==> config.mk <==
export PLATFORM = sky130hd
export DESIGN_NAME = hazard_scoreboard
export DESIGN_NICKNAME = d
export VERILOG_FILES = /design/src/rtl/hazard_scoreboard.sv
export SDC_FILE = /design/constraint.sdc
export NUM_CORES = 1
export LEC_CHECK = 0
export CORE_MARGIN = 2
export CORE_UTILIZATION = 50
export CTS_CLUSTER_SIZE = 8
export DETAILED_ROUTE_END_ITERATION = 10
export DONT_BUFFER_PORTS = 1
export PLACE_DENSITY = 0.66
export SETUP_SLACK_MARGIN = 0.15
export SYNTH_ARGS = -nofsm -noshare
export SYNTH_HDL_FRONTEND = slang
export SYNTH_SLANG_ARGS = --single-unit
==> constraint.sdc <==
create_clock -name clk -period 2 [get_ports clk]
set_input_delay 0.4 -clock clk [delete_from_list [all_inputs] [get_ports clk]]
set_output_delay 0.4 -clock clk [all_outputs]
set_load 0.1 [all_outputs]
==> src/rtl/hazard_scoreboard.sv <==
// Decode-stage hazard unit: a per-register countdown scoreboard that stalls RAW
// dependents until their source can be read safely, with optional forwarding.
module hazard_scoreboard #(
  parameter int NUM_REGS     = 8,
  parameter int REG_W        = $clog2(NUM_REGS),
  parameter int PIPE_DEPTH   = 3,
  parameter int FWD_EN       = 0,
  parameter int LOAD_USE_LAT = 1,
  parameter int CNT_W        = 16
) (
  input  logic                clk,
  input  logic                rst,
  input  logic                hold,
  input  logic                id_valid,
  input  logic [REG_W-1:0]    id_rs,
  input  logic [REG_W-1:0]    id_rt,
  input  logic                id_rs_used,
  input  logic                id_rt_used,
  input  logic [REG_W-1:0]    id_rd,
  input  logic                id_rd_wr,
  input  logic                id_is_load,
  input  logic                stat_clr,
  output logic                stall,
  output logic [NUM_REGS-1:0] busy,
  output logic [CNT_W-1:0]    stall_cnt
);

  localparam int CW       = $clog2(PIPE_DEPTH);
  localparam int PAD_REGS = 1 << REG_W;
  localparam logic [CW-1:0]    NO_FWD_LOAD   = CW'(PIPE_DEPTH - 1);
  localparam logic [CW-1:0]    LOAD_USE_LOAD = CW'(LOAD_USE_LAT);
  localparam logic [CW-1:0]    CNT_ONE       = CW'(1'b1);
  localparam logic [CNT_W-1:0] STAT_ONE      = CNT_W'(1'b1);

  logic [CW-1:0]       cnt     [NUM_REGS];
  logic [CW-1:0]       cntNext [NUM_REGS];
  logic [NUM_REGS-1:0] busyNext;
  logic [PAD_REGS-1:0] pending;
  logic                rsHazard;
  logic                rtHazard;
  logic                issue;
  logic [CW-1:0]       loadVal;

  // Pending-write view of the counters, padded so every encodable index is safe
  always_comb begin
    pending = {PAD_REGS{1'b0}};
    for (int i = 0; i < NUM_REGS; i++) begin
      pending[i] = (cnt[i] != {CW{1'b0}});
    end
  end

  // Hazard detection and issue decision
  always_comb begin
    rsHazard = id_rs_used & pending[id_rs];
    rtHazard = id_rt_used & pending[id_rt];
    stall    = id_valid & (rsHazard | rtHazard) & ~hold;
    issue    = id_valid & ~stall & ~hold;
  end

  // Countdown loaded for the destination of an issuing writer
  always_comb begin
    if (FWD_EN != 0) begin
      if (id_is_load) begin
        loadVal = LOAD_USE_LOAD;
      end else begin
        loadVal = {CW{1'b0}};
      end
    end else begin
      loadVal = NO_FWD_LOAD;
    end
  end

  // Next counter state: the newest writer reloads, every other counter drains
  always_comb begin
    for (int i = 0; i < NUM_REGS; i++) begin
      cntNext[i] = cnt[i];
      if (issue & id_rd_wr & (id_rd == REG_W'(i))) begin
        cntNext[i] = loadVal;
      end else if (cnt[i] != {CW{1'b0}}) begin
        cntNext[i] = cnt[i] - CNT_ONE;
      end else begin
        cntNext[i] = cnt[i];
      end
      busyNext[i] = (cntNext[i] != {CW{1'b0}});
    end
  end

  // Scoreboard registers; a pipeline freeze holds everything in place
  always_ff @(posedge clk) begin
    if (rst) begin
      for (int i = 0; i < NUM_REGS; i++) begin
        cnt[i] <= {CW{1'b0}};
      end
      busy <= {NUM_REGS{1'b0}};
    end else if (!hold) begin
      for (int i = 0; i < NUM_REGS; i++) begin
        cnt[i] <= cntNext[i];
      end
      busy <= busyNext;
    end else begin
      for (int i = 0; i < NUM_REGS; i++) begin
        cnt[i] <= cnt[i];
      end
      busy <= busy;
    end
  end

  // Saturating stall statistics; clear wins over a same-cycle stall
  always_ff @(posedge clk) begin
    if (rst) begin
      stall_cnt <= {CNT_W{1'b0}};
    end else if (hold) begin
      stall_cnt <= stall_cnt;
    end else if (stat_clr) begin
      stall_cnt <= {CNT_W{1'b0}};
    end else if (stall && !(&stall_cnt)) begin
      stall_cnt <= stall_cnt + STAT_ONE;
    end else begin
      stall_cnt <= stall_cnt;
    end
  end

endmodule

Yosys cells after proc, flatten, opt, wreduce, memory -nomap -nowiden:

Memory sizes are Yosys's and may differ from the RTL's.
Cells that the tools add are included.

* reduce and logical (&&, ||, !) cells: 22
* eq/ne operators: 7
* bitwise logic cells: 34
* multiplexer cells: 46
* magnitude comparators: 2
* add/sub/neg operators: 9

Operator list (number)
* 2-bit two-way mux: 32
* 2-bit nonzero test: 17
* 16-bit two-way mux: 2
* 1-bit OR: 17
* 16-bit by 1-bit adder with 16-bit output, second input constant: 1
* 16-bit AND reduction: 1
* 2-bit by 1-bit subtractor with 2-bit output, second input constant: 8
* 1-bit bitwise AND: 15
* 3-bit == test, second input constant: 4
* 1-bit two-way mux: 10
* 3-bit by 4-bit less-than comparator with 1-bit output, second input constant: 2
* 1-bit binary-select mux with 3-bit select: 2
* 3-bit by 2-bit == test with 1-bit output, second input constant: 2
* 3-bit by 1-bit == test with 1-bit output, second input constant: 1
* 3-bit zero test: 1
* 1-bit NOT: 2
* 2-bit AND reduction: 1
* 1-bit logical AND: 1
* 1-bit zero test: 1

* output and inout port bits: 25
* memories kept: 1
* register bits: 24
* memory bits (writable): 16
* logic and storage cells: 123

Memory list
* cnt: words 8, width 2, rd ports 8, clocked after Yosys merged registers in 0, write ports 8, RTL line 35 `logic [CW-1:0] cnt [NUM_REGS];`

Logic depth before layout (Yosys ltp):

An unclocked memory read counts as a cell.

* depth after elaboration: 16
* mapped depth: 8
* mapped depth without buffers: 6

Worst setup path after synthesis:

No wires, ideal clock.

* path kind: flip-flop to flip-flop
* start point: register stall_cnt[3]
* end point: register stall_cnt[11]
* cell stages (with the launch flop): 7
* data required time: 1.930 ns
* slack: -0.436 ns
* setup time: 0.070 ns
* buffers on the path: 0
* arrival time: 2.366 ns
* cell sequence: dfxtp_1 > and4_1 > nand2_1 > a311oi_2 > nand3_1 > or3_1 > a21oi_1

* cells in the longest elaborated chain, start to end: 5
* elaborated cells between the ends (all ways): 8
* classes of those cells: 1 x add/sub; 2 x mux; 5 x reduce/logical

RTL lines
* start, declared: RTL line 25 `output logic [CNT_W-1:0] stall_cnt`
* start signal, assigned: RTL line 111 `stall_cnt <= {CNT_W{1'b0}};`
* start signal, assigned: RTL line 113 `stall_cnt <= stall_cnt;`
* start signal, assigned: RTL line 115 `stall_cnt <= {CNT_W{1'b0}};`
* parallel branches: the longest is 5 deep, another holds 16-bit by 1-bit adder with 16-bit output

Parallel ways; which one is timed is not known. The select of a mux whose other input is x is not followed.
A chain may end at the register's enable or synchronous reset.

==> summary.json <==
{
  "worstPathMaxFanout": {"value": 6},
  "min_period": {"value": 2.19, "unit": "ns"},
  "antennaDiodeCount": {"value": 0},
  "clk-insertion-delay-late": {"value": 0.30, "unit": "ns"},
  "synth_edf_count": {"value": 16},
  "cts_made_buffers": {"value": 5},
  "global_route_wire_length_before_repair": {"value": 9.33, "unit": "mm"},
  "clk_pin_slew": {"value": 0.08, "unit": "ns"},
  "power.share.switching": {"value": 28.3, "unit": "%"},
  "dominantRegCellSynth": {"value": "sky130_fd_sc_hd__dfxtp_1"},
  "finalHoldViolCount": {"value": 0},
  "routed_wl": {"value": 5.68, "unit": "mm"},
  "whs_endpoint": {"value": "busy[3]"},
  "seq_area": {"value": 1010, "unit": "µm²"},
  "netlist_top_cells_count": {"value": "sky130_fd_sc_hd__nor2_1, sky130_fd_sc_hd__dfxtp_1, sky130_fd_sc_hd__nand2_1"},
  "grt_pass1_vias": {"value": 2071},
  "synth_warnings": {"value": 0},
  "crit_path_start_kind": {"value": "register"},
  "yosys.cell_types.count": {"value": 48},
  "rsz0062_at_grt": {"value": "true"},
  "postLayoutCellArea": {"value": 2990, "unit": "µm²"},
  "antenna_found_initial": {"value": 0},
  "cellLeakagePower": {"value": 1.26, "unit": "nW"},
  "drt-wirelength-per-cell": {"value": 16.5, "unit": "µm"},
  "ratio_of_total_power_to_cell_area": {"value": 635, "unit": "nW/µm²"},
  "share_clk_of_total_power": {"value": 35.2, "unit": "%"},
  "syn-instance-count": {"value": 236},
  "initial_core_util": {"value": 51.3, "unit": "%"},
  "cts.root.buffer_cell": {"value": "sky130_fd_sc_hd__clkbuf_8"},
  "post_synth.cell_area_avg": {"value": 9.40, "unit": "µm²"},
  "synth.cell_area": {"value": 2220, "unit": "µm²"},
  "max_slew_margin": {"value": 71.3, "unit": "%"},
  "irDropWorstVdd": {"value": 0.356, "unit": "mV"},
  "proportion_of_power_drawn_by_combinational_gates": {"value": 18.2, "unit": "%"},
  "reg2reg_setup_slack": {"value": -0.07, "unit": "ns"},
  "die-height": {"value": 70.6, "unit": "µm"},
  "fin_skew": {"value": 0.00880, "unit": "ns"},
  "hold_bufs_inserted_after_cts": {"value": 0},
  "grt_start_max_net_pins": {"value": 20},
  "globalplace.congestion": {"value": 0.832},
  "syn_nets": {"value": 255},
  "power.share.sequential": {"value": 46.6, "unit": "%"},
  "fin_cells": {"value": 344},
  "placed_cells_incl_taps": {"value": 332},
  "internal-power": {"value": 1.36, "unit": "mW"},
  "grt_util_all_layers": {"value": 23.3, "unit": "%"},
  "ff2ff_path_depth": {"value": 8},
  "hpwlAfterDp": {"value": 4.06, "unit": "mm"},
  "max_clock_freq": {"value": 456, "unit": "MHz"},
  "area_delta_synth_final": {"value": 34.7, "unit": "%"},
  "hp-start": {"value": "rst"},
  "synth_top_cell_by_area": {"value": "sky130_fd_sc_hd__dfxtp_1"},
  "critical_path.reg2reg.endpoint": {"value": "busy[0]"},
  "post-route-drc-count": {"value": 0},
  "synth_async_reset_ratio": {"value": 0, "unit": "%"},
  "globalRoute.totalOverflow": {"value": 0},
  "drt-initial-drc-count": {"value": 81},
  "hold_path_class": {"value": "input port to register"},
  "status": {"value": "complete, but fails checks"},
  "routed_antenna_nets": {"value": 0},
  "synth.most_common_cell": {"value": "sky130_fd_sc_hd__nor2_1"},
  "tritoncts": {"value": "done"},
  "multi_input_comb_area": {"value": 1280, "unit": "µm²"},
  "placedInstanceArea": {"value": 2730, "unit": "µm²"},
  "worst_setup_slack_after_layout": {"value": -0.194, "unit": "ns"},
  "slew_violations": {"value": 0},
  "switching_power": {"value": 0.537, "unit": "mW"},
  "placement.io_buffers": {"value": 0},
  "min_period_over_period": {"value": 110, "unit": "%"},
  "whs": {"value": 0.154, "unit": "ns"},
  "ioPinCount": {"value": 43},
  "detail_route.vias_per_cell": {"value": 5.94},
  "design.final.nets": {"value": 310},
  "pre_cts_ws": {"value": -0.102, "unit": "ns"},
  "number_of_clock_sinks": {"value": 40},
  "tightestPinTransition": {"value": 0.431, "unit": "ns"},
  "path_class": {"value": "register to primary output"},
  "drive_above_1_share": {"value": 40.8, "unit": "%"},
  "fp-row-count": {"value": 24},
  "timing.final.setup_violations": {"value": 14},
  "design.die.area": {"value": 4990, "unit": "µm²"},
  "route.vias.total": {"value": 2045},
  "design.core.area": {"value": 4320, "unit": "µm²"},
  "detailedRoute.firstPassIterationCount": {"value": 4},
  "synth.top_cell.area_share": {"value": 21.7, "unit": "%"},
  "max_cap_violations": {"value": 0},
  "seq_area_frac_synth": {"value": 43.3, "unit": "%"},
  "n_fill_cell": {"value": 352},
  "synth.top_cells.by_area": {"value": "sky130_fd_sc_hd__dfxtp_1, sky130_fd_sc_hd__edfxtp_1, sky130_fd_sc_hd__nor2_1"},
  "timing.critical_path.arrival": {"value": 1.79, "unit": "ns"},
  "ctsHtreeMaxLevel": {"value": 2},
  "worst_r2r_startpoint": {"value": "cnt[0][2]"},
  "clock_path_buffers": {"value": 2},
  "setup_total_negative_slack": {"value": -0.523, "unit": "ns"},
  "min_path_cells": {"value": 1},
  "chipWidth": {"value": 70.6, "unit": "µm"},
  "postSynthRegisterBits": {"value": 40},
  "violated_checks": {"value": "setup timing"},
  "setup.worst_path.end_class": {"value": "primary output"},
  "cp_data_required_time": {"value": 1.60, "unit": "ns"}
}
sequential cells by signal, indices dropped and copies added, names as in the netlist:
signal / count
stall_cnt: 16
busy: 8
cnt: 16
final cells by class:
type	count	area share [%]
flip-flops and latches	40	33.8
clock buffers	5	2.30
multi-input cells	174	42.8
well taps	52	2.18
clock inverters	3	1.42
repair buffers	61	16.4
inverters	9	1.13
layer usage:
metal	global-route usage, %	routed length, µm
met5	0	0
met4	7.13	70
met3	6.27	326
met2	41.5	2960
met1	27.4	2320
how the worst max path moves through the flow:
stage / from / end / slack, ns
2_1_floorplan: cnt[0][2] / cnt[1][4] / 0.15
3_3_place_gp: cnt[0][2] / cnt[1][6] / -0.03
3_5_place_dp: cnt[0][2] / cnt[1][6] / -0.10
4_1_cts: cnt[0][2] / stall / -0.26
5_1_grt: cnt[1][2] / stall / -0.32
6_report: cnt[0][2] / stall / -0.19
critical path, stage by stage, from the launching register on:
cell	delay, ns
sky130_fd_sc_hd__edfxtp_1	0.45
sky130_fd_sc_hd__nor4b_2	0.33
sky130_fd_sc_hd__a31oi_1	0.09
sky130_fd_sc_hd__a32oi_2	0.23
sky130_fd_sc_hd__buf_4	0.16
sky130_fd_sc_hd__a21oi_4	0.06
sky130_fd_sc_hd__buf_12	0.17
cells in the final DEF, fill, tap and decap left out, drive strengths merged, types with 6 or more instances in the layout:
master  netlist  final
and3          7      7
dfxtp        24     24
a21oi        16     16
nand4         8      8
nor2         25     25
edfxtp       16     16
inv           9      9
nand2        24     24
a221oi        6      6
nand3         6      6
buf           8     61
timing repair:
item	4_1_cts	5_1_grt
gates resized for setup	1	20
pin swaps	4	10
setup buffers	2	2
setup endpoints to repair	38	41
stage by stage:
| stage | power [mW] | util (%) |
|---|---|---|
| 6_report | 1.90 | 69.1 |
| 5_1_grt | 1.97 | 69.1 |
| 4_1_cts | 1.89 | 66.3 |
| 3_5_place_dp | 1.22 | 63.2 |
| 3_3_place_gp | 1.22 | 63.2 |
| 2_1_floorplan | 1.14 | - |
power groups by stage:
stage | sequential, mW | combinational, mW | clock, mW
6_report | 0.885 | 0.345 | 0.668
5_1_grt | 0.889 | 0.368 | 0.709
4_1_cts | 0.883 | 0.326 | 0.679
3_5_place_dp | 0.902 | 0.320 | 0
3_3_place_gp | 0.900 | 0.316 | 0
2_1_floorplan | 0.986 | 0.158 | 0
kinds of logic (layout without fill, tap and decap cells):
kind of cell,count (synthesis),in the layout,synth area share (%)
adder cells (fa/ha/maj),1,1,0.564
multiplexers,3,3,1.35
AO/OA/AOI/OAI,54,54,19.0
flip-flops,40,40,43.3
AND/OR/NAND/NOR,116,116,30.9
buffers and inverters,22,78,4.96
Power figures use the tool's default switching activity.
